--- src/rtl/axi_lite_read_slave.sv ---
// ----------------------------------------------------------------------------
// axi_lite_read_slave
//
// AXI4-Lite read-channel responder for the peripheral register bank. It accepts
// one read address at a time on AR, issues a single-cycle strobe to the bank,
// captures the returned word and presents it on R until the master takes it.
// Word indices at or beyond NUM_REGS are never sent to the bank. They complete
// with RDATA = 0 and RRESP = SLVERR.
//
// Ports
//   ACLK         in   clock, all state on the rising edge
//   ARESETn      in   synchronous reset, ACTIVE-HIGH despite the name (1 = reset)
//   ARADDR       in   read byte address; bits [1:0] are ignored
//   ARVALID      in   read address valid
//   ARREADY      out  address accepted when high (decoded from the FSM state)
//   RDATA        out  read data, held stable while RVALID is high
//   RRESP        out  2'b00 OKAY, 2'b10 SLVERR
//   RVALID       out  read data valid
//   RREADY       in   master ready for read data
//   reg_rd_en    out  one-cycle read strobe to the bank
//   reg_rd_addr  out  word index to the bank
//   reg_rd_data  in   bank data, sampled on the edge that ends the strobe cycle
// ----------------------------------------------------------------------------
module axi_lite_read_slave #(
    parameter int ADDR_W   = 8,
    parameter int DATA_W   = 32,
    parameter int NUM_REGS = 16
) (
    input  logic              ACLK,
    input  logic              ARESETn,
    input  logic [ADDR_W-1:0] ARADDR,
    input  logic              ARVALID,
    output logic              ARREADY,
    output logic [DATA_W-1:0] RDATA,
    output logic [1:0]        RRESP,
    output logic              RVALID,
    input  logic              RREADY,
    output logic              reg_rd_en,
    output logic [ADDR_W-3:0] reg_rd_addr,
    input  logic [DATA_W-1:0] reg_rd_data
);

    localparam int         IDX_W       = ADDR_W - 2;
    localparam logic [1:0] RESP_OKAY   = 2'b00;
    localparam logic [1:0] RESP_SLVERR = 2'b10;

    typedef enum logic [1:0] {
        IDLE  = 2'd0,
        FETCH = 2'd1,
        RESP  = 2'd2
    } state_e;

    state_e             state_q,  state_d;
    logic [IDX_W-1:0]   idx_q,    idx_d;
    logic               err_q,    err_d;
    logic               rd_en_q,  rd_en_d;
    logic [DATA_W-1:0]  rdata_q,  rdata_d;
    logic [1:0]         rresp_q,  rresp_d;
    logic               rvalid_q, rvalid_d;

    logic [IDX_W-1:0]   ar_idx;
    logic               ar_err;
    logic               unused_addr_lsbs;

    // Byte lanes within a word carry no meaning for 32-bit register reads.
    assign ar_idx           = ARADDR[ADDR_W-1:2];
    assign unused_addr_lsbs = ^ARADDR[1:0];
    assign ar_err           = 32'(ar_idx) >= 32'(NUM_REGS);

    // ARREADY is a pure state decode, so it never depends on ARVALID.
    assign ARREADY     = (state_q == IDLE);
    assign RDATA       = rdata_q;
    assign RRESP       = rresp_q;
    assign RVALID      = rvalid_q;
    assign reg_rd_en   = rd_en_q;
    assign reg_rd_addr = idx_q;

    always_comb begin
        // NOTE: every signal gets a hold/idle default first so no path through
        // the case leaves one unassigned, which would infer a latch.
        state_d  = state_q;
        idx_d    = idx_q;
        err_d    = err_q;
        rd_en_d  = 1'b0;
        rdata_d  = rdata_q;
        rresp_d  = rresp_q;
        rvalid_d = rvalid_q;

        unique case (state_q)
            IDLE: begin
                if (ARVALID) begin
                    idx_d   = ar_idx;
                    err_d   = ar_err;
                    // Strobe is registered, so it is high for exactly the FETCH cycle.
                    rd_en_d = !ar_err;
                    state_d = FETCH;
                end
            end
            FETCH: begin
                rdata_d  = err_q ? '0 : reg_rd_data;
                rresp_d  = err_q ? RESP_SLVERR : RESP_OKAY;
                rvalid_d = 1'b1;
                state_d  = RESP;
            end
            RESP: begin
                // The R beat is held until it is accepted; RREADY only ends it.
                if (RREADY) begin
                    rvalid_d = 1'b0;
                    state_d  = IDLE;
                end
            end
            default: begin
                state_d  = IDLE;
                rvalid_d = 1'b0;
            end
        endcase
    end

    always_ff @(posedge ACLK) begin
        if (ARESETn) begin
            state_q  <= IDLE;
            idx_q    <= '0;
            err_q    <= 1'b0;
            rd_en_q  <= 1'b0;
            rdata_q  <= '0;
            rresp_q  <= RESP_OKAY;
            rvalid_q <= 1'b0;
        end else begin
            // NOTE: non-blocking assignments make all registers update together
            // from the values that were present before the edge.
            state_q  <= state_d;
            idx_q    <= idx_d;
            err_q    <= err_d;
            rd_en_q  <= rd_en_d;
            rdata_q  <= rdata_d;
            rresp_q  <= rresp_d;
            rvalid_q <= rvalid_d;
        end
    end

endmodule

--- config.mk ---
export PLATFORM = sky130hd
export DESIGN_NAME = axi_lite_read_slave
export DESIGN_NICKNAME = d
export VERILOG_FILES = /design/src/rtl/axi_lite_read_slave.sv
export SDC_FILE = /design/constraint.sdc
export NUM_CORES = 1
export LEC_CHECK = 0
export ABC_CLOCK_PERIOD_IN_PS = 3100
export CORE_MARGIN = 2
export CORE_UTILIZATION = 42
export CTS_CLUSTER_DIAMETER = 100
export CTS_CLUSTER_SIZE = 20
export DETAILED_ROUTE_END_ITERATION = 6
export GPL_ROUTABILITY_DRIVEN = 0
export PLACE_DENSITY = 0.84
export SLEW_MARGIN = 20
export SYNTH_ARGS = -nofsm -noshare
export SYNTH_HDL_FRONTEND = slang
export SYNTH_SLANG_ARGS = --single-unit
export TNS_END_PERCENT = 10
--- constraint.sdc ---
create_clock -name ACLK -period 3.1 [get_ports ACLK]
set_input_delay 0.62 -clock ACLK [delete_from_list [all_inputs] [get_ports ACLK]]
set_output_delay 0.62 -clock ACLK [all_outputs]
set_load 0.01 [all_outputs]
==> results of run 1 <==
[area by class of cell]
type                    instances  area (µm²)  area share
clock buffers                   6       72.57     0.02778
clock inverters                 2       35.03     0.01341
multi-input cells             128       700.7      0.2682
flip-flops and latches         44       880.8      0.3372
well taps                      50       62.56     0.02395
repair buffers                 87       860.8      0.3295
[cells in the mapped netlist]
master    count
nor3b_1       1
nand3b_1     32
nand2_1      35
conb_1        1
dfxtp_1      44
nor2_1       13
clkbuf_1      8
buf_6         3
a21oi_1      34
nor4_1        1
buf_2         4
and2b_1       1
buf_4         3
nor3_1        1
nor2b_1       1
mux2i_1       6
nand2b_1      1
a211oi_1      1
[power groups by stage]
| stage | clock network, mW | registers, mW | logic (mW) |
|---|---|---|---|
| global placement | 0 | 0.629 | 0.206 |
| detailed placement | 0 | 0.629 | 0.209 |
| floorplan | 0 | 0.633 | 0.0892 |
| CTS | 0.437 | 0.617 | 0.210 |
| global route | 0.458 | 0.621 | 0.225 |
| finish | 0.426 | 0.616 | 0.207 |
[worst max-delay path, cell delays in order, from the launching register on]
cell             delay [ps]
dfxtp_1                 350
nor2_1                  140
clkdlybuf4s50_1         560
[worst paths after layout]
path | startpoint | to | slack [ps]
hold reg to reg | RDATA[8]$_SDFFE_PP0P_ | RDATA[8]$_SDFFE_PP0P_ | 450
setup / recovery | state_q[1]$_SDFFE_PP0P_ | ARREADY | 1130
setup reg to reg | state_q[1]$_SDFFE_PP0P_ | RDATA[4]$_SDFFE_PP0P_ | 1590
hold / removal | RDATA[8]$_SDFFE_PP0P_ | RDATA[8]$_SDFFE_PP0P_ | 450
[cells by family after synthesis]
family / count (synthesis) / share of synthesized area
AO/OA/AOI/OAI: 35 / 0.1053
other: 1 / 0.002222
flip-flops: 44 / 0.5219
AND/OR/NAND/NOR: 86 / 0.2721
multiplexers: 6 / 0.03558
buffers and inverters: 18 / 0.06301
[stage by stage]
stage,util,power [mW],hold WS (ps)
final,0.6626,1.249,451.5
after global routing,0.6626,1.304,469.1
after CTS,0.6626,1.264,454.3
after detailed placement,0.6354,0.8381,443.2
after global placement,0.6354,0.8347,436.5
after floorplan,-,0.7221,476.1
[sequential cells by signal, indices dropped and copies added, names as in the netlist]
signal / count
RDATA: 32
reg_rd_addr: 6
state_q: 2
RRESP: 1
RVALID: 1
err_q: 1
reg_rd_en: 1
[per-layer routing]
metal	part of all wire	vias to the layer above	wire (µm)
met2	0.47	58	1923
met4	0.014	0	59
met1	0.44	691	1792
li1	-	782	-
met5	0	-	0
met3	0.075	7	307
==> summary.md, run 1 <==
| Metric | Value |
|---|---|
| Achievable frequency | between 500 and 600 MHz |
| Via total after detailed routing | roughly 1500 |
| Die boundary height | approximately 67 µm |
| Worst relative slew slack | 0.4143 |
| Clock latency reported for the late side of the worst-skew pair | about 290 ps |
| Largest net degree at the start of global routing | 35 |
| Number of unique standard cell types used by synthesis | 18 |
| Setup_tns | 0 ps |
| Antenna diode count | 0 |
| Number of endpoints failing setup at the final stage | 0 |
| Library cell occupying the most area in the post-synthesis netlist | dfxtp_1 |
| Placeable core region | around 0.0039 mm² |
| Non-filler instance count after layout | about 320 |
| Standby leakage power | between 0.9 and 1 nW |
| Worst r2r path cells | 4 |
| Top area cells in the synthesized netlist | dfxtp_1 52%, nand3b_1 14%, a21oi_1 10% |
| Layout filler cell count | ~350 |
| Placed wire-length estimate | 2818 µm |
| Combinational share of power | 0.166 |
| Peak VDD IR | 276.2 µV |
| Root buffer cell | clkbuf_8 |
| H-tree depth | 2 |
| Final hold violations | 0 |
| # clock sinks | 44 |
| Synth Area per Inst | between 8 and 9 µm² |
| Nature of the critical path startpoint | flip-flop |
| Post-detailed-route DRC marker count | 0 |
| Standard-cell rows | 23 |
| Cts hold-fix bufs | 0 |
| Final design instance area without fill | between 0.002 and 0.003 mm² |
| Result of the run | complete, no violations |
| Portion of the clock cycle consumed by the worst path in the final layout | 0.6357 |
| Top-area cell type share of the netlist area | 0.5219 |
| Share of total power in the clock network | 0.341 |
| Critical path peak fanout | 6 |
| Areal power density over the cells | 478.0 mW/mm² |
| Internal power | about 960 µW |
| Synthesized flop and latch total | 44 |
| Net Sw Power | roughly 290 µW |
| Share of final-layout standard cells stronger than drive strength 1 | 0.04120 |
| Measured slew at the worst slew-check pin | 877.3 ps |
| Total global routing overflow | 0 |
| Number of nets in the synthesized netlist | 234 |
| GR met3 Demand/Resource | 0.06667 |
| Synthesized instance count | 190 |
| Worst slack, placed | slightly below 1000 ps |
| Hold Crit Class | flip-flop to flip-flop |
| Cts repair resizes | 0 |
| Port buffer count | 83 |
| Arrival time at the worst endpoint | 1350 ps |
| Max-cap violations | 0 |
| Maximum clock path buffer count | 2 |
| Vias in the first global route | between 1000 and 1500 |
| Count of antenna-violating nets left after detailed routing | 0 |
| Global routing usage summed across all routing layers | 0.1850 |
| Final #Nets | just over 300 |
| Layer with the highest usage after global routing | met2 |
| Sw frac | 0.2323 |
| GR Util met1 | 0.2234 |
| Average via count per standard cell | 4.852 |
| Number of antenna violations at the first check in global routing | 0 |
| Sequential area share after synthesis | 0.5219 |
| First-pass GRT wire length | 6327 µm |
| Most common library cell in the layout ignoring fill and taps | clkdlybuf4s50_1 |
| Die Width | 67.40 µm |
| Wirelength, routed | between 4000 and 5000 µm |
| Area growth, synth to finish | 54.78% |
| Critical path endpoint category | output port |
| Smallest setup slack after layout | 1129 ps |
| Post-CTS Repair Setup Buffers | 0 |
| Post-synthesis instance area | roughly 0.0017 mm² |
| GR Util met2 | 0.3057 |
| Cell depth of the worst hold path | 2 |
| Average detailed-routed wire length per instance | approximately 13 µm |
| Placed Instance Area | 0.002505 mm² |
| Die Outline Area | approximately 0.0045 mm² |
| Kind of critical path | flip-flop to output port |
| Clock skew after layout | 6.646 ps |
| Clock tree from TritonCTS | yes |
| Number of max-slew violations in the final report | 0 |
| Unrepaired setup endpoints after global routing | no |
| Required time of the critical path | roughly 2500 ps |
| Share of power burned in registers | 0.493 |
| Initial core utilization | 0.4281 |
| Drt first-iter violations | between 100 and 150 |
| Top library cells by usage in the layout, fill and taps aside | 83 x clkdlybuf4s50_1, 44 x dfxtp_1, 35 x nand2_1, 34 x a21oi_1, 32 x nand3b_1 |
| Number of cells after detailed placement | 309 |
| Time the final worst path needs with I/O delays and setup | 1971 ps |
| Synth warn | 0 |
| Number of buffers inserted during clock tree synthesis | 5 |
| # IOs | 87 |
| Clk slew on worst S/H paths | 80 ps |
| First-pass iteration count of the detailed router | 4 |
No activity file was read; power rests on OpenSTA's default activity.
==> inputs of run 2 (changes only) <==
- ABC_CLOCK_PERIOD_IN_PS: 3100 -> 1700
- CORE_UTILIZATION: 42 -> 35
- PLACE_DENSITY: 0.84 -> 0.75
- clock period: 3.1 -> 1.7 ns (I/O delays scaled with it)
==> summary.md, run 2 (same netlist as run 1, synthesis figures left out) <==
| Metric | Value |
|---|---|
| Result of the run | complete, no violations |
| Die boundary height | roughly 73 µm |
| Cts repair resizes | 1 |
| Kind of critical path | flip-flop to output port |
| Cts hold-fix bufs | 0 |
| Post-detailed-route DRC marker count | 0 |
| Clk slew on worst S/H paths | about 80 ps |
| Die Outline Area | 0.005394 mm² |
| Most common library cell in the layout ignoring fill and taps | clkdlybuf4s50_1 |
| Critical Path Max Stage Delay | 540 ps |
| Area occupied by registers | between 800 and 900 µm² |
| Clock latency reported for the late side of the worst-skew pair | between 200 and 300 ps |
| Area used by multi-input combinational logic | roughly 700 µm² |
| Nature of the critical path startpoint | flip-flop |
| H-tree depth | 2 |
| Area growth, synth to finish | 57.08% |
| Unrepaired setup endpoints after global routing | no |
| Required time of the critical path | about 1400 ps |
| Achievable frequency | about 660 MHz |
| Largest net degree at the start of global routing | 19 |
| Standby leakage power | roughly 0.94 nW |
| Startpoint of the worst register-to-register path | state_q[0]$_SDFFE_PP0P_ |
| Time the final worst path needs with I/O delays and setup | 1523 ps |
| Initial core utilization | 0.3597 |
| Beginning of the worst hold path | RDATA[14]$_SDFFE_PP0P_ |
| Number of buffers and inverters on the critical path | 1 |
| Number of cells after detailed placement | 320 |
| Wirelength, routed | 4077 µm |
| Count of antenna-violating nets left after detailed routing | 0 |
| Clock tree from TritonCTS | yes |
| Maximum clock path buffer count | 2 |
| Flip-flop count of the largest register after layout | 32 |
| First-pass iteration count of the detailed router | 4 |
| # IOs | 87 |
| Portion of the clock cycle consumed by the worst path in the final layout | 0.8962 |
| CP max stage cell | clkdlybuf4s50_1 |
| Post-CTS Repair Setup Buffers | 0 |
| Final hold violations | 0 |
| Top library cells by usage in the layout, fill and taps aside | 82 x clkdlybuf4s50_1, 44 x dfxtp_1, 35 x nand2_1, 34 x a21oi_1, 32 x nand3b_1 |
| Terminus of the critical flop-to-flop path | reg_rd_addr[4]$_SDFFE_PP0P_ |
| Series of cell instances along the critical path | clkdlybuf4s50_1 |
| Die Width | between 70 and 80 µm |
| # clock sinks | between 40 and 50 |
| Max-cap violations | 0 |
| Number of endpoints failing setup at the final stage | 0 |
| Placeable core region | 0.004692 mm² |
| Arrival time at the worst endpoint | roughly 1200 ps |
| Number of buffers inserted during clock tree synthesis | 5 |
| Via total after detailed routing | around 1600 |
| Hold Crit Class | flip-flop to flip-flop |
| Drt first-iter violations | 71 |
| Vias in the first global route | about 1500 |
| Critical path peak fanout | 2 |
| Share of final-layout standard cells stronger than drive strength 1 | 0.06204 |
| Number of antenna violations at the first check in global routing | 0 |
| Hold-critical path endpoint | RDATA[14]$_SDFFE_PP0P_ |
| Critical path endpoint category | output port |
| Final #Nets | roughly 320 |
| Antenna diode count | 0 |
| Global routing usage summed across all routing layers | 0.1557 |
| Root buffer cell | clkbuf_8 |
| Layout filler cell count | around 430 |
| Non-filler instance count after layout | ~330 |
| Total global routing overflow | 0 |
| Worst r2r path cells | 4 |
| Number of max-slew violations in the final report | 0 |
| First-pass GRT wire length | around 6600 µm |
| Average via count per standard cell | roughly 4.8 |
| Setup_tns | 0 ps |
| FF-to-FF setup slack | ~530 ps |
| Port buffer count | 83 |
| Peak VDD IR | around 500 µV |
| Average detailed-routed wire length per instance | about 12 µm |
| Standard-cell rows | 25 |
| Gate family responsible for the most delay along the worst path | buffers and inverters |
| Core utilization of the finished layout | 0.5651 |
| Placed wire-length estimate | ~2900 µm |
| Areal power density over the cells | 822.4 mW/mm² |
| Cell depth of the worst hold path | 2 |
| Clock skew after layout | ~3.3 ps |
## run 2: cell types whose count changed in the layout (fill, tap and decap cells not counted)
cell,delta
clkbuf_1,+1
buf_4,+7
dlygate4sd2_1,+1
clkbuf_8,+1
bufinv_16,-1
clkdlybuf4s50_1,-1
clkinv_2,-1
## run 2: how the worst max path moves through the flow
stage | from | endpoint | slack (ps) | cells after the start
floorplan | state_q[1]$_SDFFE_PP0P_ | state_q[1]$_SDFFE_PP0P_ | 620 | 5
global placement | ARVALID | reg_rd_addr[1]$_SDFFE_PP0P_ | 90 | 5
detailed placement | ARVALID | reg_rd_addr[4]$_SDFFE_PP0P_ | 50 | 5
CTS | reg_rd_addr[4]$_SDFFE_PP0P_ | reg_rd_addr[4] | 160 | 1
global route | RDATA[1]$_SDFFE_PP0P_ | RDATA[1] | 120 | 1
finish | reg_rd_addr[4]$_SDFFE_PP0P_ | reg_rd_addr[4] | 180 | 1
## run 2: power breakdown
part / internal, mW / switching, mW
clock: 0.332 / 0.334
sequential: 1.08 / 0.0279
combinational: 0.243 / 0.162
total: 1.66 / 0.524
## run 2: through the flow
step	area (µm²)	power [mW]	hold slack (ps)	setup slack, ps
floorplan	1688	1.317	416.9	619.0
global placement	2562	1.541	437.6	88.35
detailed placement	2562	1.543	442.1	46.32
CTS	2651	2.208	453.6	163.8
global route	2651	2.284	470.6	118.8
finish	2651	2.180	449.4	176.5
## run 2: final cells by class
type / count / area share
clock buffers: 8 / 0.03398
flip-flops and latches: 44 / 0.3322
well taps: 54 / 0.02548
repair buffers: 94 / 0.3440
multi-input cells: 128 / 0.2643
## run 2: layer usage
| metal | wire (µm) | up-vias | GRT usage | part of all wire |
|---|---|---|---|---|
| li1 | - | 797 | - | - |
| met4 | 46 | 0 | 0.05455 | 0.011 |
| met1 | 1876 | 710 | 0.1922 | 0.46 |
| met5 | 0 | - | 0 | 0 |
| met3 | 368 | 5 | 0.05898 | 0.090 |
| met2 | 1786 | 57 | 0.2480 | 0.44 |
==> inputs of run 3 (changes only) <==
- CELL_PAD_IN_SITES_DETAIL_PLACEMENT: not set -> 1
- CELL_PAD_IN_SITES_GLOBAL_PLACEMENT: not set -> 2
- CORE_UTILIZATION: 35 -> 19
- PLACE_DENSITY: 0.75 -> not set
- PLACE_DENSITY_LB_ADDON: not set -> 0.1
==> summary.md, run 3 (same netlist as run 1, synthesis figures left out) <==
| Metric | Value |
|---|---|
| Post-CTS Repair Setup Buffers | 0 |
| Maximum clock path buffer count | 2 |
| Max-cap violations | 0 |
| Time the final worst path needs with I/O delays and setup | roughly 1500 ps |
| Area growth, synth to finish | 60.64% |
| Areal power density over the cells | just over 800 mW/mm² |
| # IOs | 87 |
| Global routing usage summed across all routing layers | 0.1092 |
| H-tree depth | 2 |
| Peak VDD IR | 294.1 µV |
| Root buffer cell | clkbuf_8 |
| Kind of critical path | flip-flop to output port |
| Clock latency reported for the late side of the worst-skew pair | just under 300 ps |
| Worst slack, placed | approximately 100 ps |
| Die boundary height | around 98 µm |
| Vias in the first global route | 1686 |
| FF-to-FF setup slack | between 400 and 500 ps |
| Number of buffers inserted during clock tree synthesis | 5 |
| First-pass iteration count of the detailed router | 4 |
| # clock sinks | between 40 and 50 |
| Final #Nets | ~320 |
| Placeable core region | 0.008678 mm² |
| Final design instance area without fill | roughly 0.0027 mm² |
| Arrival time at the worst endpoint | roughly 1200 ps |
| Initial core utilization | 0.1945 |
| Required time of the critical path | between 1000 and 1500 ps |
| Final hold violations | 0 |
| Number of buffers and inverters on the critical path | 1 |
| Cell depth of the worst hold path | 2 |
| Portion of the clock cycle consumed by the worst path in the final layout | 0.8987 |
| Most common library cell in the layout ignoring fill and taps | clkdlybuf4s50_1 |
| Critical path peak fanout | 2 |
| Post-detailed-route DRC marker count | 0 |
| Clock tree from TritonCTS | yes |
| Critical path endpoint category | output port |
| Antenna diode count | 0 |
| Number of max-slew violations in the final report | 0 |
| Flip-flop count of the largest register after layout | 32 |
| Non-filler instance count after layout | 380 |
| Via total after detailed routing | 1586 |
| Crit. path cell count | 1 |
| Result of the run | complete, no violations |
| Total global routing overflow | 0 |
| Gate family responsible for the most delay along the worst path | buffers and inverters |
| Number of cells after detailed placement | ~370 |
| Number of antenna violations at the first check in global routing | 0 |
| Placed wire-length estimate | roughly 3400 µm |
| First-pass GRT wire length | ~8400 µm |
| Die Width | approximately 98 µm |
| Drt first-iter violations | 19 |
| Average via count per standard cell | 4.174 |
| Hold Crit Class | flip-flop to flip-flop |
| Met2 wire len | between 2000 and 2500 µm |
| Wirelength, routed | just over 5000 µm |
| Critical Path Max Stage Delay | around 550 ps |
| Setup_tns | 0 ps |
| Topmost layer with routed signal wires | met4 |
| Nature of the critical path startpoint | flip-flop |
| Port buffer count | 83 |
| Count of antenna-violating nets left after detailed routing | 0 |
| Achievable frequency | 654.5 MHz |
| Series of cell instances along the critical path | clkdlybuf4s50_1 |
| Top library cells by usage in the layout, fill and taps aside | 81 x clkdlybuf4s50_1, 44 x dfxtp_1, 35 x nand2_1, 34 x a21oi_1, 32 x nand3b_1 |
| Number of endpoints failing setup at the final stage | 0 |
| Unrepaired setup endpoints after global routing | no |
| CP max stage cell | clkdlybuf4s50_1 |
| Met3 Routed Length | 373 µm |
| Share of final-layout standard cells stronger than drive strength 1 | 0.05882 |
| Standard-cell rows | 34 |
| Average detailed-routed wire length per instance | between 10 and 15 µm |
| Worst r2r path cells | 5 |
| Die Outline Area | about 0.0097 mm² |
| Sum of routed wire segments on met1 | roughly 2300 µm |
| Clk slew on worst S/H paths | about 80 ps |
| Placed Instance Area | between 0.002 and 0.003 mm² |
| Largest net degree at the start of global routing | 45 |
| Smallest setup slack after layout | 172.2 ps |
| Clock skew after layout | between 4 and 5 ps |
| Standby leakage power | 0.9338 nW |
run 3: cell types whose count changed in the layout (fill, tap and decap cells not counted):
cell / before / now
buf_2: 0 / 1
clkdlybuf4s50_1: 82 / 81
buf_12: 0 / 1
buf_4: 11 / 8
run 3: final cells by class:
cell class,instances,area (µm²)
fillers,1043,5967
repair buffers,92,904.6
flip-flops and latches,44,880.8
multi-input cells,128,700.7
well taps,108,135.1
clock buffers,8,90.09
run 3: timing repair:
| action | CTS | global route |
|---|---|---|
| gates resized for setup | 1 | 0 |
| endpoints found under the hold margin | 0 | 0 |
| hold buffers | 0 | 0 |
| endpoints found under the setup margin | 1 | 0 |
run 3: worst paths after layout:
path,end,startpoint
max,reg_rd_addr[2],reg_rd_addr[2]$_SDFFE_PP0P_
min reg2reg,RDATA[30]$_SDFFE_PP0P_,RDATA[30]$_SDFFE_PP0P_
max reg2reg,RDATA[13]$_SDFFE_PP0P_,state_q[1]$_SDFFE_PP0P_
min,RDATA[30]$_SDFFE_PP0P_,RDATA[30]$_SDFFE_PP0P_
run 3: through the flow:
stage                     hold WS [ps]  utilization  total power [mW]
after CTS                        456.6       0.3124             2.269
final                            454.4       0.3124             2.213
after global routing             478.8       0.3124             2.340
after floorplan                  416.9            -             1.317
after global placement           437.9       0.3022             1.561
after detailed placement         445.7       0.3022             1.560
run 3: report_power, final:
part           internal (mW)  total (mW)  switching, mW  leakage [nW]
registers               1.08        1.11         0.0265         0.359
logic                  0.242       0.414          0.173         0.530
clock network          0.332       0.691          0.359        0.0455
total                   1.66        2.21          0.558         0.934
run 3: routing by layer:
metal / GRT usage / vias up
met5: 0 / -
met4: 0.03161 / 0
met3: 0.04366 / 5
met2: 0.1733 / 52
met1: 0.1376 / 737
li1: - / 792
run 3: worst min-delay path, cell delays in order, from the launching register on:
cell and delay, ps:
dfxtp_1 320, nand2_1 50, a21oi_1 50
